==> src/rtl/rv_core_pkg.sv <==
// -----------------------------------------------------------------------------
// rv_core_pkg
// Shared core constants and types: data width, register file geometry, the
// writeback request record and the major opcode encodings used by decode.
// -----------------------------------------------------------------------------
package rv_core_pkg;

    localparam int XLEN     = 32;
    localparam int NUM_REGS = 32;
    localparam int REG_AW   = 5;

    typedef struct packed {
        logic [REG_AW-1:0] rd;
        logic [XLEN-1:0]   data;
    } wb_req_t;

    // Major opcodes (inst[6:0])
    localparam logic [6:0] I_load = 7'b0000011;
    localparam logic [6:0] I_type = 7'b0010011;
    localparam logic [6:0] U_ADD  = 7'b0010111;  // auipc
    localparam logic [6:0] S      = 7'b0100011;
    localparam logic [6:0] R      = 7'b0110011;
    localparam logic [6:0] U_LOAD = 7'b0110111;  // lui
    localparam logic [6:0] B      = 7'b1100011;
    localparam logic [6:0] J      = 7'b1101111;

endpackage

==> src/rtl/rr_arbiter.sv <==
// -----------------------------------------------------------------------------
// rr_arbiter
// Combinational round-robin arbiter. Priority starts at pointer_i+1 (mod N)
// and walks upward; the first asserted request wins.
//   req_i         : request vector
//   pointer_i     : index of the last winner
//   grant_o       : one-hot grant (all zero when no request)
//   grant_idx_o   : binary index of the winner (pointer_i when no request)
//   grant_valid_o : any grant this cycle
// -----------------------------------------------------------------------------
module rr_arbiter #(
    parameter int N     = 2,
    parameter int IDX_W = (N > 1) ? $clog2(N) : 1
) (
    input  logic [N-1:0]     req_i,
    input  logic [IDX_W-1:0] pointer_i,
    output logic [N-1:0]     grant_o,
    output logic [IDX_W-1:0] grant_idx_o,
    output logic             grant_valid_o
);

    // Walk offsets from farthest to nearest so the nearest valid requester
    // after the pointer is the last (and therefore winning) assignment.
    always_comb begin
        grant_o       = '0;
        grant_idx_o   = pointer_i;
        grant_valid_o = 1'b0;
        for (int off = N; off >= 1; off--) begin
            if (req_i[(int'(pointer_i) + off) % N]) begin
                grant_o                                = '0;
                grant_o[(int'(pointer_i) + off) % N]   = 1'b1;
                grant_idx_o   = IDX_W'((int'(pointer_i) + off) % N);
                grant_valid_o = 1'b1;
            end
        end
    end

endmodule

==> src/rtl/regfile_wb_arbiter.sv <==
// -----------------------------------------------------------------------------
// regfile_wb_arbiter
// Shares the single register-bank write port between N_REQ writeback sources.
// Round-robin arbitration picks one requester per cycle; the winning write is
// registered and appears on rf_* one cycle later. A per-register pending
// counter tracks issued-but-unwritten destinations and drives the RAW stall.
//
// Ports
//   clk, reset              : clock, asynchronous active-high reset
//   req_valid/ready         : per-requester write handshake
//   req_rd / req_data       : packed per-requester destination and data
//   issue_valid/rd/ready    : decode-side destination reservation
//   rs1/rs2_addr, _used     : decoded sources checked for hazards
//   stall                   : a used source has an outstanding producer
//   rf_we/waddr/wdata       : register bank write port
//   err_underflow           : sticky, a write hit a register with no pending
// -----------------------------------------------------------------------------
module regfile_wb_arbiter
    import rv_core_pkg::*;
#(
    parameter int N_REQ = 2,
    parameter int XLEN  = 32,
    parameter int CNT_W = 2
) (
    input  logic                    clk,
    input  logic                    reset,

    input  logic [N_REQ-1:0]        req_valid,
    output logic [N_REQ-1:0]        req_ready,
    input  logic [N_REQ*REG_AW-1:0] req_rd,
    input  logic [N_REQ*XLEN-1:0]   req_data,

    input  logic                    issue_valid,
    input  logic [REG_AW-1:0]       issue_rd,
    output logic                    issue_ready,

    input  logic [REG_AW-1:0]       rs1_addr,
    input  logic [REG_AW-1:0]       rs2_addr,
    input  logic                    rs1_used,
    input  logic                    rs2_used,
    output logic                    stall,

    output logic                    rf_we,
    output logic [REG_AW-1:0]       rf_waddr,
    output logic [XLEN-1:0]         rf_wdata,
    output logic                    err_underflow
);

    localparam int               IDX_W   = (N_REQ > 1) ? $clog2(N_REQ) : 1;
    localparam logic [CNT_W-1:0] CNT_MAX = {CNT_W{1'b1}};

    // -------------------------------------------------------------------------
    // Arbitration
    // -------------------------------------------------------------------------
    logic [IDX_W-1:0] ptr_q, ptr_d;
    logic [N_REQ-1:0] grant;
    logic [IDX_W-1:0] grant_idx;
    logic             grant_valid;

    rr_arbiter #(
        .N     (N_REQ),
        .IDX_W (IDX_W)
    ) u_rr_arbiter (
        .req_i         (req_valid),
        .pointer_i     (ptr_q),
        .grant_o       (grant),
        .grant_idx_o   (grant_idx),
        .grant_valid_o (grant_valid)
    );

    assign req_ready = reset ? '0 : grant;
    assign ptr_d     = grant_valid ? grant_idx : ptr_q;

    logic [REG_AW-1:0] win_rd;
    logic [XLEN-1:0]   win_data;
    logic              wr_fire;

    always_comb begin
        win_rd   = req_rd[int'(grant_idx)*REG_AW +: REG_AW];
        win_data = req_data[int'(grant_idx)*XLEN +: XLEN];
    end

    // x0 writes are accepted but never reach the bank.
    assign wr_fire = grant_valid && (win_rd != '0);

    // -------------------------------------------------------------------------
    // Registered write port
    // -------------------------------------------------------------------------
    logic              rf_we_q;
    logic [REG_AW-1:0] rf_waddr_q;
    logic [XLEN-1:0]   rf_wdata_q;

    always_ff @(posedge clk or posedge reset) begin
        if (reset) begin
            ptr_q      <= IDX_W'(N_REQ - 1);
            rf_we_q    <= 1'b0;
            rf_waddr_q <= '0;
            rf_wdata_q <= '0;
        end else begin
            ptr_q   <= ptr_d;
            rf_we_q <= wr_fire;
            if (wr_fire) begin
                rf_waddr_q <= win_rd;
                rf_wdata_q <= win_data;
            end
        end
    end

    assign rf_we    = rf_we_q;
    assign rf_waddr = rf_waddr_q;
    assign rf_wdata = rf_wdata_q;

    // -------------------------------------------------------------------------
    // Pending-write scoreboard
    // -------------------------------------------------------------------------
    logic [CNT_W-1:0] cnt_q [NUM_REGS];
    logic [CNT_W-1:0] cnt_d [NUM_REGS];
    logic             err_q, err_d;
    logic             issue_fire;
    logic             wb_hit;
    logic             wb_zero;
    logic             same_reg;

    assign issue_ready = !reset && ((issue_rd == '0) || (cnt_q[issue_rd] != CNT_MAX));
    assign issue_fire  = issue_valid && issue_ready && (issue_rd != '0);
    assign wb_zero     = rf_we_q && (cnt_q[rf_waddr_q] == '0);
    assign wb_hit      = rf_we_q && !wb_zero;
    // A real decrement and an increment on the same register cancel out.
    assign same_reg    = issue_fire && wb_hit && (rf_waddr_q == issue_rd);
    assign err_d       = err_q || wb_zero;

    always_comb begin
        cnt_d = cnt_q;
        if (issue_fire && !same_reg) begin
            cnt_d[issue_rd] = cnt_q[issue_rd] + CNT_W'(1);
        end
        if (wb_hit && !same_reg) begin
            cnt_d[rf_waddr_q] = cnt_q[rf_waddr_q] - CNT_W'(1);
        end
    end

    always_ff @(posedge clk or posedge reset) begin
        if (reset) begin
            for (int r = 0; r < NUM_REGS; r++) begin
                cnt_q[r] <= '0;
            end
            err_q <= 1'b0;
        end else begin
            cnt_q <= cnt_d;
            err_q <= err_d;
        end
    end

    assign err_underflow = err_q;

    // Counter only drops after the rf_we cycle, so stall covers that cycle too.
    assign stall = (rs1_used && (rs1_addr != '0) && (cnt_q[rs1_addr] != '0)) ||
                   (rs2_used && (rs2_addr != '0) && (cnt_q[rs2_addr] != '0));

endmodule
==> config.mk <==
export PLATFORM = sky130hd
export DESIGN_NAME = regfile_wb_arbiter
export DESIGN_NICKNAME = d
export VERILOG_FILES = /design/src/rtl/rv_core_pkg.sv /design/src/rtl/rr_arbiter.sv /design/src/rtl/regfile_wb_arbiter.sv
export SDC_FILE = /design/constraint.sdc
export NUM_CORES = 1
export LEC_CHECK = 0
export BUFFER_PORTS_ARGS = -buffer_cell sky130_fd_sc_hd__buf_4
export CAP_MARGIN = 20
export CORE_MARGIN = 2
export CORE_UTILIZATION = 35
export CTS_CLUSTER_SIZE = 25
export DETAILED_ROUTE_END_ITERATION = 10
export HOLD_SLACK_MARGIN = 0.03
export PLACE_DENSITY = 0.63
export SLEW_MARGIN = 20
export SYNTH_ARGS = -nofsm -noshare
export SYNTH_HDL_FRONTEND = slang
export SYNTH_HIERARCHICAL = 1
export SYNTH_SLANG_ARGS = --single-unit
==> constraint.sdc <==
create_clock -name clk -period 4.16 [get_ports clk]
set_input_delay 0.208 -clock clk [delete_from_list [all_inputs] [get_ports clk]]
set_output_delay 0.208 -clock clk [all_outputs]
set_load 0.1 [all_outputs]
==> impl_metrics.ini, run 1 <==
[cts]
tritoncts.num_buffers = 9
worstSkewPairLatency_ns = 0.36
maximum_root_to_sink_buffer_count = 2
tritoncts_num_sinks = 104
htreeDepth = 3
cts_resized = 0
root_buffer = sky130_fd_sc_hd__clkbuf_16
cts_tree = built
clkTransAtPathRegs_ns = 0.08

[global_routing]
gr-usage-all-layers = 0.224
first_global_vias = 6568
grt_start_max_net_pins = 76
antenna_found_initial = 0
wire_length_of_the_first_global_routing_pass_mm = 38.1
grt_overflow_total = 0

[critical_path]
worstSetupStartpoint = cnt_q[55]$_DFF_PP0_
critical_path.endpoint_type = register
crit_path_frequent_cell = sky130_fd_sc_hd__mux2i_1
timing.critical_path.slowest_stage_cell = sky130_fd_sc_hd__or3b_1
worst-endpoint-arrival_ns = 3.94
crit_type = reg2reg
cp.depth = 12
worstRegToRegCells = 12
path_delay_family = simple AND/OR/NAND/NOR gates
worstSetupEndpoint = cnt_q[50]$_DFF_PP0_
cp_max_fo = 12
worst_r2r_startpoint = cnt_q[55]$_DFF_PP0_
crit_path_max_incr_delay_ns = 0.56
worst_ep_required_time_ns = 4.39
critical_path.reg2reg.endpoint = cnt_q[50]$_DFF_PP0_
crit_chain = mux4_2 -> nand3_1 -> o21ai_0 -> a221oi_1 -> nand4_1 -> ha_1 -> or3b_1 -> nor2_1 -> o211ai_1 -> or2_2 -> mux2i_1 -> mux2i_1
critPathBufInv = 0
ff2ff_setup_slack_ns = 0.45
critPathLaunchType = register

[synthesis]
synth_fp_nets = 824
syn_avg_cell_area_um2 = 10.2
yosys.cell_types.count = 58
yosys_warnings = 6
number_of_synthesized_flops_with_an_enable_pin = 0
seq_area_frac_synth = 0.353
synth.most_common_cell = sky130_fd_sc_hd__mux2i_1
synth_largest_type_area_fraction = 0.349
async_sr_flop_fraction = 1.00
library_cell_with_the_largest_summed_area_after_synthesis = sky130_fd_sc_hd__dfrtp_1
synth.cells.most_frequent = sky130_fd_sc_hd__mux2i_1, sky130_fd_sc_hd__dfrtp_1, sky130_fd_sc_hd__nor2_1, sky130_fd_sc_hd__a21oi_1, sky130_fd_sc_hd__clkbuf_1
synth_area_leaders = sky130_fd_sc_hd__dfrtp_1, sky130_fd_sc_hd__mux2i_1, sky130_fd_sc_hd__mux4_2
ys.flop_type = sky130_fd_sc_hd__dfrtp_1
ys_ff_latch = 104
synthesis.instances = 726
synth.cell_area_um2 = 7380

[sta]
tns_ns = 0
report.final.slew_viol_count = 0
finalHoldViolations = 0
grt_setup_unrepaired = no
timing.max_slew.rel_slack = 0.527
min_period_ns = 3.71
timing.clock.skew_ns = 0.00876
finalSetupViolCount = 0
post-route-period-util = 0.892
worst_pin_slew_ns = 0.707
fmaxAchievable_mhz = 270

[detailed_routing]
dr_vias_cell = 5.75
via_count = 6436
detailed_routing_iteration_count_for_the_pre_antenna_repair_pass = 6
detail_route.wl_per_cell_um = 21.6
post-route-drc-count = 0
postRouteWirelength_mm = 24.2
detail_route.iter0.violations = 602
antenna_left = 0

[floorplanning]
dieArea_um2 = 22300
chipHeight_um = 149
fp-row-count = 53
dieWidth_um = 149
core-area_um2 = 20900
floorplan.initialDensity = 0.353
pin_count = 139

[place]
place_area_um2 = 8680
place.port_buffers = 138
place_congestion = 0.995
post-dp-hpwl_mm = 18.0

[pwr]
pwr-share-seq = 0.318
clock_power_share = 0.146
power.internal_uw = 2960
power.share.switching = 0.497
static_power_due_to_leakage_uw = 0.00381
power.density_cell_area_nw_per_um2 = 655
comb_power_share = 0.536
power_switching_uw = 2920
vdd.ir_drop.worst_uv = 300

[cells_and_area]
finalNetCount = 937
ratio_of_cells_with_drive_above_1_in_the_final_layout = 0.287
antenna_cells_inserted = 0
flow.area_growth_from_synthesis_pct = 21.8
post-route-cell-area_um2 = 8980

[outcome]
status = finished, final reports clean

[worst_hold_path]
worstHoldPathCells = 3
worstHoldPathType = in2reg

[job]
cap_viol_max_count = 0
## how the worst min path moves through the flow
| stage | startpoint | end |
|---|---|---|
| 5_1_grt | req_data[17] | rf_wdata[17]$_DFFE_PP0P_ |
| 2_1_floorplan | req_rd[0] | rf_waddr[0]$_DFFE_PP0P_ |
| 3_3_place_gp | reset | rf_wdata[9]$_DFFE_PP0P_ |
| 4_1_cts | req_data[8] | rf_wdata[8]$_DFFE_PP0P_ |
| 3_5_place_dp | reset | rf_wdata[2]$_DFFE_PP0P_ |
| 6_report | req_data[22] | rf_wdata[22]$_DFFE_PP0P_ |
## final cells by class
type,count,area (um^2)
Tap cell,275,344
Clock inverter,7,71.3
Fill cell,2040,11900
Inverter,19,73.8
Multi-Input combinational cell,546,4430
Timing Repair Buffer,159,1230
Clock buffer,9,225
Sequential cell,104,2600
## placed cells by master, fill, tap and decap left out, drive strengths merged, types with 7 or more instances in the layout
cell type / n
nand2: 11
mux2: 18
nand3b: 8
nor2b: 7
a211oi: 7
or4: 15
clkbuf: 9
o21ai: 13
a21oi: 45
mux4: 24
nor3: 16
nor4: 15
dfrtp: 103
inv: 23
nor2: 104
o22ai: 23
buf: 158
or2: 7
mux2i: 175
## worst min-delay path: stages
cell and delay [ns]:
sky130_fd_sc_hd__buf_4 0.07, sky130_fd_sc_hd__mux2i_1 0.05, sky130_fd_sc_hd__a21oi_1 0.13
## flip-flops by register name, summed over array words and instances, names as in the netlist
name / flops
cnt_q: 64
rf_wdata: 32
rf_waddr: 5
err_underflow: 1
ptr_q: 1
rf_we: 1
## kinds of logic (layout without fill, tap and decap cells)
family,count (synthesis),in the layout,share of synthesized area
simple gates,213,213,0.157
mux,217,217,0.340
compound gates,109,109,0.0912
buf+inv,76,194,0.0500
fa+ha+maj,2,2,0.00339
xor+xnor,5,5,0.00593
flops,104,104,0.353
## timing repair
action | in CTS | in global routing
hold endpoints to repair | 29 | 0
hold buffers | 1 | 0
buffers inserted | 0 | 0
endpoints found under the setup margin | 0 | 0
## metal layers
layer	GRT usage	part of all wire	routed length [um]
met5	0	0	0
met4	0.0662	0.026	637
met3	0.0618	0.097	2350
met2	0.353	0.45	11000
met1	0.300	0.42	10300
## stage by stage
| stage | util | power, uW | instances | hold WS (ns) | setup slack (ns) |
|---|---|---|---|---|---|
| detailed placement | 0.415 | 4990 | 1102 | 0.301 | 0.429 |
| global route | 0.430 | 6180 | 1119 | 0.139 | 0.313 |
| CTS | 0.430 | 5870 | 1119 | 0.135 | 0.530 |
| global placement | 0.415 | 4960 | 1102 | 0.299 | 0.450 |
| floorplan | - | 3970 | 726 | 0.415 | 0.285 |
| finish | 0.430 | 5880 | 1119 | 0.143 | 0.450 |
## power groups by stage
stage               Sequential, uW  Combinational, uW  Clock (uW)
global route                  1910               3340         929
floorplan                     2150               1820           0
detailed placement            1870               3120           0
finish                        1870               3150         861
global placement              1850               3110           0
CTS                           1850               3140         886
Note: power is estimated with default switching activity, not from simulation.
==> inputs of run 2 (changes only) <==
--- a/config.mk
+++ b/config.mk
@@ -8,11 +8,11 @@
 export BUFFER_PORTS_ARGS = -buffer_cell sky130_fd_sc_hd__buf_4
 export CAP_MARGIN = 20
 export CORE_MARGIN = 2
-export CORE_UTILIZATION = 35
+export CORE_UTILIZATION = 50
 export CTS_CLUSTER_SIZE = 25
 export DETAILED_ROUTE_END_ITERATION = 10
 export HOLD_SLACK_MARGIN = 0.03
-export PLACE_DENSITY = 0.63
+export PLACE_DENSITY = 0.81
 export SLEW_MARGIN = 20
 export SYNTH_ARGS = -nofsm -noshare
 export SYNTH_HDL_FRONTEND = slang
==> run 2 against run 1 <==
Compared with the run above: the flow now finishes with violations (setup timing); via count grew 2.9%; worst hold slack worse by 0.0024 ns; worst setup slack got worse by 0.45 ns; fmax is 11% lower; clock-buffer cell count stayed put; wire length is 2.5% lower; flip-flop and latch count stayed put; die area shrank 29%; global-route usage is 8.0 points higher.
==> impl_metrics.ini, run 2 (same netlist as run 1, synthesis figures left out) <==
[critical_path]
timing.critical_path.slowest_stage_cell = sky130_fd_sc_hd__nor3b_1
crit_type = reg2reg
cp_max_fo = 10
worst-endpoint-arrival_ns = 4.38
crit_chain = mux4_2 -> nand3_1 -> o21ai_0 -> a221oi_1 -> nand4_1 -> ha_1 -> nor3b_1 -> nand2b_1 -> nor4_1 -> mux2i_1 -> mux2i_1
crit_path_frequent_cell = sky130_fd_sc_hd__mux2i_1
critPathLaunchType = register
critical_path.endpoint_type = register
worstRegToRegCells = 11
worst_ep_required_time_ns = 4.37
ff2ff_setup_slack_ns = -0.005
crit_path_max_incr_delay_ns = 0.67

[detailed_routing]
via_count = 6621
detail_route.iter0.violations = 701
dr_vias_cell = 6.40
post-route-drc-count = 0
postRouteWirelength_mm = 23.6
detail_route.wl_per_cell_um = 22.8
antenna_left = 0
detailed_routing_iteration_count_for_the_pre_antenna_repair_pass = 5

[cells_and_area]
post-route-cell-area_um2 = 8950
antenna_cells_inserted = 0
most_common_cell_after_layout_fill_and_taps_aside = sky130_fd_sc_hd__mux2i_1
largest-register = cnt_q
finalNetCount = 943
utilization = 0.618
filler_cell_count = 1191
ratio_of_cells_with_drive_above_1_in_the_final_layout = 0.293
most_frequent_cells_in_the_layout = sky130_fd_sc_hd__mux2i_1, sky130_fd_sc_hd__buf_4, sky130_fd_sc_hd__dfrtp_1
flow.area_growth_from_synthesis_pct = 21.3
largest_reg_flops = 64

[cts]
clkTransAtPathRegs_ns = 0.07
tritoncts_num_sinks = 104
worstSkewPairLatency_ns = 0.36
maximum_root_to_sink_buffer_count = 2
tritoncts.num_buffers = 9
root_buffer = sky130_fd_sc_hd__clkbuf_16
post-cts-setup-buffer-count = 0
htreeDepth = 3
cts_tree = built

[pwr]
static_power_due_to_leakage_uw = 0.00386
power.density_cell_area_nw_per_um2 = 674
finalPower_uw = 6030
vdd.ir_drop.worst_uv = 347

[sta]
finalHoldViolations = 0
fmaxAchievable_mhz = 240
post-route-worst-setup-slack_ns = -0.00474
min_period_ns = 4.16
report.final.slew_viol_count = 0
timing.max_slew.rel_slack = 0.318
post-route-period-util = 1.00
grt_setup_unrepaired = no
worst_pin_slew_ns = 1.01
timing.clock.skew_ns = 0.00655
finalSetupViolCount = 1

[job]
cap_viol_max_count = 0

[place]
pre_cts_slack_ns = 0.0536
post-dp-hpwl_mm = 17.5
place_area_um2 = 8610
place.port_buffers = 138
place_congestion = 0.981

[global_routing]
grt_start_max_net_pins = 55
grt_overflow_total = 0
first_global_vias = 6588
gr-usage-all-layers = 0.304
antenna_found_initial = 0
wire_length_of_the_first_global_routing_pass_mm = 36.9

[floorplanning]
dieArea_um2 = 15700
core-area_um2 = 14500
fp-row-count = 44
floorplan.initialDensity = 0.510
dieWidth_um = 125
pin_count = 139
chipHeight_um = 125

[outcome]
failing_checks = setup timing
status = finished with violations

[worst_hold_path]
worstHoldPathType = in2reg
worstHoldPathCells = 3
[run 2: timing repair]
action	CTS	global route
hold buffers	1	0
hold endpoints to repair	17	0
resized for setup	0	1
endpoints found under the setup margin	0	2
[run 2: worst paths after layout]
check,start,end
max in group asynchronous,reset,cnt_q[23]$_DFF_PP0_
max,cnt_q[51]$_DFF_PP0_,cnt_q[27]$_DFF_PP0_
max reg2reg,cnt_q[51]$_DFF_PP0_,cnt_q[27]$_DFF_PP0_
min,req_data[28],rf_wdata[28]$_DFFE_PP0P_
min in group asynchronous,reset,rf_wdata[7]$_DFFE_PP0P_
min reg2reg,rf_wdata[29]$_DFFE_PP0P_,rf_wdata[29]$_DFFE_PP0P_
[run 2: metrics by stage]
stage / setup TNS [ns] / hold slack [ns] / cells
after floorplan: 0 / 0.415 / 726
after global placement: 0 / 0.403 / 1017
after detailed placement: 0 / 0.418 / 1017
after CTS: 0 / 0.136 / 1034
after global routing: 0 / 0.153 / 1034
final: -0.00474 / 0.140 / 1034
[run 2: per-layer routing]
metal / vias to the layer above / track usage / part of all wire
met2: 399 / 0.480 / 0.47
li1: 2933 / - / -
met4: 0 / 0.126 / 0.035
met5: - / 0 / 0
met3: 61 / 0.0668 / 0.095
met1: 3228 / 0.405 / 0.40
[run 2: cell type report]
class / count / area [um^2] / share of cell area
well taps: 184 / 230 / 0.0257
multi-input cells: 546 / 4440 / 0.496
flip-flops and latches: 104 / 2600 / 0.291
inverters: 19 / 73.8 / 0.00824
repair buffers: 165 / 1280 / 0.143
clock buffers: 9 / 225 / 0.0252
clock inverters: 7 / 103 / 0.0115
[run 2: where the power goes]
part | switching (uW) | internal [uW]
clock network | 412 | 535
registers | 503 | 1380
logic | 2000 | 1210
total | 2910 | 3120
[run 2: critical path: cells and delay by family (launching register included)]
kind                       cells  cell delay, ns
muxes                          3            0.86
AOI/OAI and AO/OA              2            0.40
and+or+nand+nor                5            2.01
adders and majority gates      1            0.25
DFF                            1            0.48
